[src/rtl/arena_pkg.sv]
// Arena geometry and fill-state encoding shared by the playfield modules.
package arena_pkg;

    localparam int unsigned MAP_W      = 33;
    localparam int unsigned MAP_H      = 26;
    localparam int unsigned MAP_N      = MAP_W * MAP_H;
    localparam int unsigned TILE_SIZE  = 16;
    localparam int unsigned TILE_SHIFT = 4;

    localparam int unsigned X_WALL_L = 48;
    localparam int unsigned X_WALL_R = 576;
    localparam int unsigned Y_WALL_U = 32;
    localparam int unsigned Y_WALL_D = 448;

    localparam logic [9:0] MAP_N_A   = 10'(MAP_N);
    localparam logic [9:0] LAST_ADDR = 10'(MAP_N - 1);
    localparam logic [5:0] LAST_X    = 6'(MAP_W - 1);
    localparam logic [9:0] X_LIMIT   = 10'(MAP_W * TILE_SIZE);
    localparam logic [9:0] Y_LIMIT   = 10'(MAP_H * TILE_SIZE);

    typedef enum logic {
        S_FILL,
        S_READY
    } fill_state_e;

endpackage

[src/rtl/lfsr16.sv]
// 16-bit Fibonacci LFSR (taps 16,14,13,11) with synchronous seed load.
module lfsr16 #(
    parameter logic [15:0] SEED = 16'hACE1
) (
    input  logic        clk,
    input  logic        reset,
    input  logic        en,
    output logic [15:0] value
);

    // An all-zero state would lock the register, so fall back to the default seed.
    localparam logic [15:0] SEED_EFF = (SEED == 16'h0000) ? 16'hACE1 : SEED;

    logic [15:0] lfsr_q;
    logic [15:0] lfsr_d;

    always_comb begin
        lfsr_d = lfsr_q;
        if (en) begin
            lfsr_d = {lfsr_q[14:0], lfsr_q[15] ^ lfsr_q[13] ^ lfsr_q[12] ^ lfsr_q[10]};
        end
    end

    always_ff @(posedge clk) begin
        if (reset) begin
            lfsr_q <= SEED_EFF;
        end else begin
            lfsr_q <= lfsr_d;
        end
    end

    assign value = lfsr_q;

endmodule

[src/rtl/block_map_module.sv]
// Destructible-block map: pseudo-random fill, display/query reads and
// the bomb clear path as a two-stage read-modify-write with forwarding.
module block_map_module
    import arena_pkg::*;
#(
    parameter int unsigned DENSITY = 100,
    parameter logic [15:0] SEED    = 16'hACE1
) (
    input  logic       clk,
    input  logic       reset,
    input  logic       regen,
    input  logic [9:0] x_a,
    input  logic [9:0] y_a,
    output logic       block_on,
    input  logic [9:0] query_addr,
    output logic       query_block,
    input  logic [9:0] clr_addr,
    input  logic       clr_we,
    output logic       ready,
    output logic [9:0] blocks_left,
    output logic       map_cleared
);

    localparam logic [8:0] DENS = 9'(DENSITY);

    logic map_q [MAP_N];

    fill_state_e state_q, state_d;
    logic [9:0]  fill_addr_q, fill_addr_d;
    logic [5:0]  fill_x_q, fill_x_d;
    logic [4:0]  fill_y_q, fill_y_d;
    logic [9:0]  blocks_left_q, blocks_left_d;
    logic        ready_q, ready_d;
    logic        map_cleared_q, map_cleared_d;
    logic        block_on_q, block_on_d;
    logic        query_block_q, query_block_d;
    logic        s2_vld_q, s2_vld_d;
    logic [9:0]  s2_addr_q, s2_addr_d;
    logic        s2_old_q, s2_old_d;

    logic       wr_en;
    logic [9:0] wr_addr;
    logic       wr_data;
    logic       fill_bit;
    logic [9:0] disp_addr;
    logic [7:0] lfsr_lo;
    logic [7:0] lfsr_unused;

    lfsr16 #(.SEED(SEED)) u_lfsr (
        .clk   (clk),
        .reset (reset),
        .en    (state_q == S_FILL),
        .value ({lfsr_unused, lfsr_lo})
    );

    always_comb begin
        state_d       = state_q;
        fill_addr_d   = fill_addr_q;
        fill_x_d      = fill_x_q;
        fill_y_d      = fill_y_q;
        blocks_left_d = blocks_left_q;
        map_cleared_d = 1'b0;
        s2_vld_d      = 1'b0;
        s2_addr_d     = clr_addr;
        s2_old_d      = 1'b0;
        wr_en         = 1'b0;
        wr_addr       = fill_addr_q;
        wr_data       = 1'b0;

        fill_bit = ({1'b0, lfsr_lo} < DENS)
                   && !(fill_x_q[0] && fill_y_q[0])
                   && !((fill_x_q < 6'd2) && (fill_y_q < 5'd2));

        case (state_q)
            S_FILL: begin
                if (regen) begin
                    fill_addr_d   = '0;
                    fill_x_d      = '0;
                    fill_y_d      = '0;
                    blocks_left_d = '0;
                end else begin
                    wr_en   = 1'b1;
                    wr_data = fill_bit;
                    if (fill_bit && (blocks_left_q < MAP_N_A)) begin
                        blocks_left_d = blocks_left_q + 10'd1;
                    end
                    if (fill_addr_q == LAST_ADDR) begin
                        state_d     = S_READY;
                        fill_addr_d = '0;
                        fill_x_d    = '0;
                        fill_y_d    = '0;
                    end else begin
                        fill_addr_d = fill_addr_q + 10'd1;
                        if (fill_x_q == LAST_X) begin
                            fill_x_d = '0;
                            fill_y_d = fill_y_q + 5'd1;
                        end else begin
                            fill_x_d = fill_x_q + 6'd1;
                        end
                    end
                end
            end
            S_READY: begin
                if (s2_vld_q) begin
                    wr_en   = 1'b1;
                    wr_addr = s2_addr_q;
                    if (s2_old_q && (blocks_left_q != 10'd0)) begin
                        blocks_left_d = blocks_left_q - 10'd1;
                        map_cleared_d = (blocks_left_q == 10'd1);
                    end
                end
                // A pending S2 write to the same tile means the stored bit is already stale.
                if (clr_we && (clr_addr < MAP_N_A)) begin
                    s2_vld_d = 1'b1;
                    s2_old_d = map_q[clr_addr] && !(s2_vld_q && (s2_addr_q == clr_addr));
                end
                if (regen) begin
                    state_d       = S_FILL;
                    fill_addr_d   = '0;
                    fill_x_d      = '0;
                    fill_y_d      = '0;
                    blocks_left_d = '0;
                    map_cleared_d = 1'b0;
                    s2_vld_d      = 1'b0;
                end
            end
            default: state_d = S_FILL;
        endcase

        ready_d = (state_d == S_READY);

        disp_addr  = {4'd0, x_a[9:4]} + ({4'd0, y_a[9:4]} << 5) + {4'd0, y_a[9:4]};
        block_on_d = ready_q && (x_a < X_LIMIT) && (y_a < Y_LIMIT) && map_q[disp_addr];
        query_block_d = ready_q && (query_addr < MAP_N_A) && map_q[query_addr];
    end

    always_ff @(posedge clk) begin
        if (wr_en) begin
            map_q[wr_addr] <= wr_data;
        end
    end

    always_ff @(posedge clk) begin
        if (reset) begin
            state_q       <= S_FILL;
            fill_addr_q   <= '0;
            fill_x_q      <= '0;
            fill_y_q      <= '0;
            blocks_left_q <= '0;
            ready_q       <= 1'b0;
            map_cleared_q <= 1'b0;
            block_on_q    <= 1'b0;
            query_block_q <= 1'b0;
            s2_vld_q      <= 1'b0;
            s2_addr_q     <= '0;
            s2_old_q      <= 1'b0;
        end else begin
            state_q       <= state_d;
            fill_addr_q   <= fill_addr_d;
            fill_x_q      <= fill_x_d;
            fill_y_q      <= fill_y_d;
            blocks_left_q <= blocks_left_d;
            ready_q       <= ready_d;
            map_cleared_q <= map_cleared_d;
            block_on_q    <= block_on_d;
            query_block_q <= query_block_d;
            s2_vld_q      <= s2_vld_d;
            s2_addr_q     <= s2_addr_d;
            s2_old_q      <= s2_old_d;
        end
    end

    assign block_on    = block_on_q;
    assign query_block = query_block_q;
    assign ready       = ready_q;
    assign blocks_left = blocks_left_q;
    assign map_cleared = map_cleared_q;

endmodule

[config.mk]
export PLATFORM = sky130hd
export DESIGN_NAME = block_map_module
export DESIGN_NICKNAME = d
export VERILOG_FILES = /design/src/rtl/arena_pkg.sv /design/src/rtl/lfsr16.sv /design/src/rtl/block_map_module.sv
export SDC_FILE = /design/constraint.sdc
export NUM_CORES = 2
export LEC_CHECK = 0
export CORE_ASPECT_RATIO = 1.1
export CORE_MARGIN = 3
export CORE_UTILIZATION = 41
export CTS_CLUSTER_DIAMETER = 80
export CTS_CLUSTER_SIZE = 30
export DETAILED_ROUTE_END_ITERATION = 8
export PLACE_DENSITY_LB_ADDON = 0.2
export SLEW_MARGIN = 20
export SYNTH_ARGS = -nofsm -noshare
export SYNTH_HDL_FRONTEND = slang
export SYNTH_HIERARCHICAL = 1
export SYNTH_SLANG_ARGS = --single-unit
[constraint.sdc]
create_clock -name clk -period 141.4 [get_ports clk]
set_clock_uncertainty 0.15 [all_clocks]
set_input_delay 35.35 -clock clk [delete_from_list [all_inputs] [get_ports clk]]
set_output_delay 35.35 -clock clk [all_outputs]
set_load 0.005 [all_outputs]
==> out/qor.yml <==
final_layout:
  final-seq-area_mm2: 0.02703
  syn2layout_area_growth_pct: 6.815
  mostFrequentLayoutCells: "nor2_1, edfxtp_1, mux4_2, mux2i_1, nand2_1"
  multiInputGateArea_mm2: 0.02655
  design_area_mm2: 0.05897
  layout-drive-gt1-share_pct: 22.55
  final.fill_count: 12282
  num-nets-final: 4024
  final_common_cell: "nor2_1"
hold_path:
  hold_path.class: "register to register"
drt:
  wl_met3_mm: 20.73
  dr_wl_met2_mm: 96.43
  drc: 0
  dr.first_iter.drc_count: 4685
  via_count: 39266
  highest_layer: "met5"
  wl_per_cell_um: 35.20
  wl_met1_mm: 73.05
  wl_mm: 203.4
  antenna_left: 0
  viasPerCell: 6.797
  dr.pass1.iters: 6
clock_network:
  cts_root_buf: "clkbuf_16"
  cts.hold.buffers_added: 0
  clk_path_buf_depth: 3
  cts_resized: 0
  cts.clk_slew.worst_paths_ps: 110
  cts_tree: "yes"
  cts_num_sinks: 921
  cts_max_level: 2
  numCtsBuffers: 48
  clk-insertion-delay-late_ps: 680
  post-cts-setup-buffers: 0
placement:
  placed_area_mm2: 0.05714
  portBuffers: 49
  gp_congestion: 0.8675
  dp.final_hpwl_mm: 115.1
setup_path:
  worstSetupStartpointType: "input port"
  setup.worst_path.start: "y_a[6]"
  timing.rr.end: "map_q[658]$_DFFE_PP_"
  endpoint_kind: "register"
  worstSetupPathType: "input port to register"
  arrival_ps: 41610
  crit_end: "block_on$_SDFF_PP0_"
  rr_worst_depth: 6
  cp_max_fo: 31
  cp.required_ps: 141710
  r2r_slack_ps: 136850
  reg2reg_from: "u_lfsr/value[2]$_SDFFE_PP0P_"
synth:
  synth.largest_area_cell: "edfxtp_1"
  synthArstFlopShare_pct: 0
  yosysSeqAreaShare_pct: 48.96
  syn_area_mm2: 0.05520
  synth-main-ff-cell: "edfxtp_1"
  synth_edf_count: 858
  synth_top_area_share_pct: 46.67
  synth_warnings: 6
  synth_seq_cells: 921
  synth_cells: 4184
  synth_cell_type_count: 78
  ys_top_cells_by_area: "edfxtp_1, mux4_2, nor2_1"
  syn-num-nets: 4251
  syn-mean-instance-area_um2: 13.19
sta:
  max_slew.worst_pin.slew_ps: 1188
  fin_crit_sh_pct: 29.21
  setup_viol_count_final: 0
  finalSetupTns_ps: 0
  slew_headroom_pct: 20.26
  slew_violations: 0
  timing.fmax_mhz: 24.21
  rsz0062_at_grt: "no"
  fin_hold_ws_ps: 310.2
  post-route-min-period_ps: 41300
  hold_viol_final: 0
floorplanning:
  die_w_um: 355.9
  io_pins: 58
  die_area_mm2: 0.1391
  core_area_mm2: 0.1331
  die_y_um: 390.8
  start_util_pct: 41.47
  std_cell_rows: 140
global_routing:
  antenna_found_initial: 9
  globalRoute.totalOverflow: 0
  grt_pass1_vias: 38459
  grtUsageTotal_pct: 29.00
  grt_pass1_wl_mm: 287.6
  grt_max_degree: 116
run:
  maxCapViolCount: 0
run_status:
  status: "finished clean"
power:
  irDropWorstVdd_uv: 10.74
  p_per_area_mw_per_mm2: 9.953
  totalPowerFinal_uw: 586.9
  p_leak_nw: 17.90
==> state kept, by name, indices dropped and copies added (netlist names), 5 cells and up <==
signal        count
blocks_left      10
fill_addr_q      10
fill_x_q          6
fill_y_q          5
map_q           858
s2_addr_q        10
u_lfsr/value     16
==> report_power, final <==
part	switching [mW]	internal (mW)
Sequential	0.000665	0.294
Clock	0.105	0.0733
Combinational	0.0703	0.0441
==> stage by stage <==
step	std cells	util (%)	worst slack [ps]
global route	5774	44.29	100260
global placement	5681	42.91	99720
CTS	5769	44.23	100470
finish	5777	44.29	100100
floorplan	4184	-	67030
detailed placement	5681	42.92	99790
==> routing by layer <==
| metal | vias to the layer above | track usage [%] |
|---|---|---|
| met3 | 553 | 5.605 |
| met1 | 20490 | 36.68 |
| met2 | 2320 | 47.27 |
| met5 | - | 0 |
| met4 | 6 | 15.56 |
| li1 | 15897 | - |
==> logic make-up (layout without fill, tap and decap cells) <==
logic type,count (synthesis),in the layout,share of synthesized area (%)
xor+xnor,27,27,0.4556
other cells,0,7,0
flops,921,921,48.96
compound gates,477,477,6.052
simple gates,1414,1414,10.72
mux,873,873,29.34
buf+inv,449,260,3.926
fa+ha+maj,23,23,0.5485
==> worst min-delay path by stage <==
stage	start	end	slack (ps)	depth (start not counted)
2_1_floorplan	u_lfsr/value[11]$_SDFFE_PP1P_	u_lfsr/value[11]$_SDFFE_PP1P_	290	2
3_3_place_gp	u_lfsr/value[11]$_SDFFE_PP1P_	u_lfsr/value[11]$_SDFFE_PP1P_	300	2
3_5_place_dp	u_lfsr/value[11]$_SDFFE_PP1P_	u_lfsr/value[11]$_SDFFE_PP1P_	310	2
4_1_cts	u_lfsr/value[14]$_SDFFE_PP0P_	u_lfsr/value[15]$_SDFFE_PP1P_	310	2
5_1_grt	u_lfsr/value[14]$_SDFFE_PP0P_	u_lfsr/value[15]$_SDFFE_PP1P_	340	2
6_report	u_lfsr/value[14]$_SDFFE_PP0P_	u_lfsr/value[15]$_SDFFE_PP1P_	310	2
==> layout make-up <==
type	count	area share [%]
Multi-Input combinational cell	2814	45.03
Clock inverter	33	0.8000
Timing Repair Buffer	148	2.239
Antenna cell	7	0.02971
Inverter	24	0.1528
Sequential cell	921	45.83
Clock buffer	55	2.152
Tap cell	1775	3.766
==> critical path: stages <==
cell and delay, ps:
clkdlybuf4s50_1 640, ha_1 430, inv_1 70, fa_4 870, buf_4 360, buf_4 600
buf_4 500, mux4_2 290, mux4_2 330, nand2_1 70, and3_1 200, o2111ai_1 470
nand4_1 270, o31ai_1 1030
==> synthesized netlist by cell type (all sizes together), types with 23 or more instances <==
cell and number:
nor2b 34, buf 201, mux4 594, nand2 204, nand2b 28, nor3 25, dfxtp 63, a31oi 23
o21ai 60, nor2 938, a211oi 41, a21oi 100, nand3 78, inv 23, clkbuf 224, a221oi 29
mux2i 258, edfxtp 858, o22ai 39, a22oi 26, o221ai 46
(Power assumes the default switching activity.)
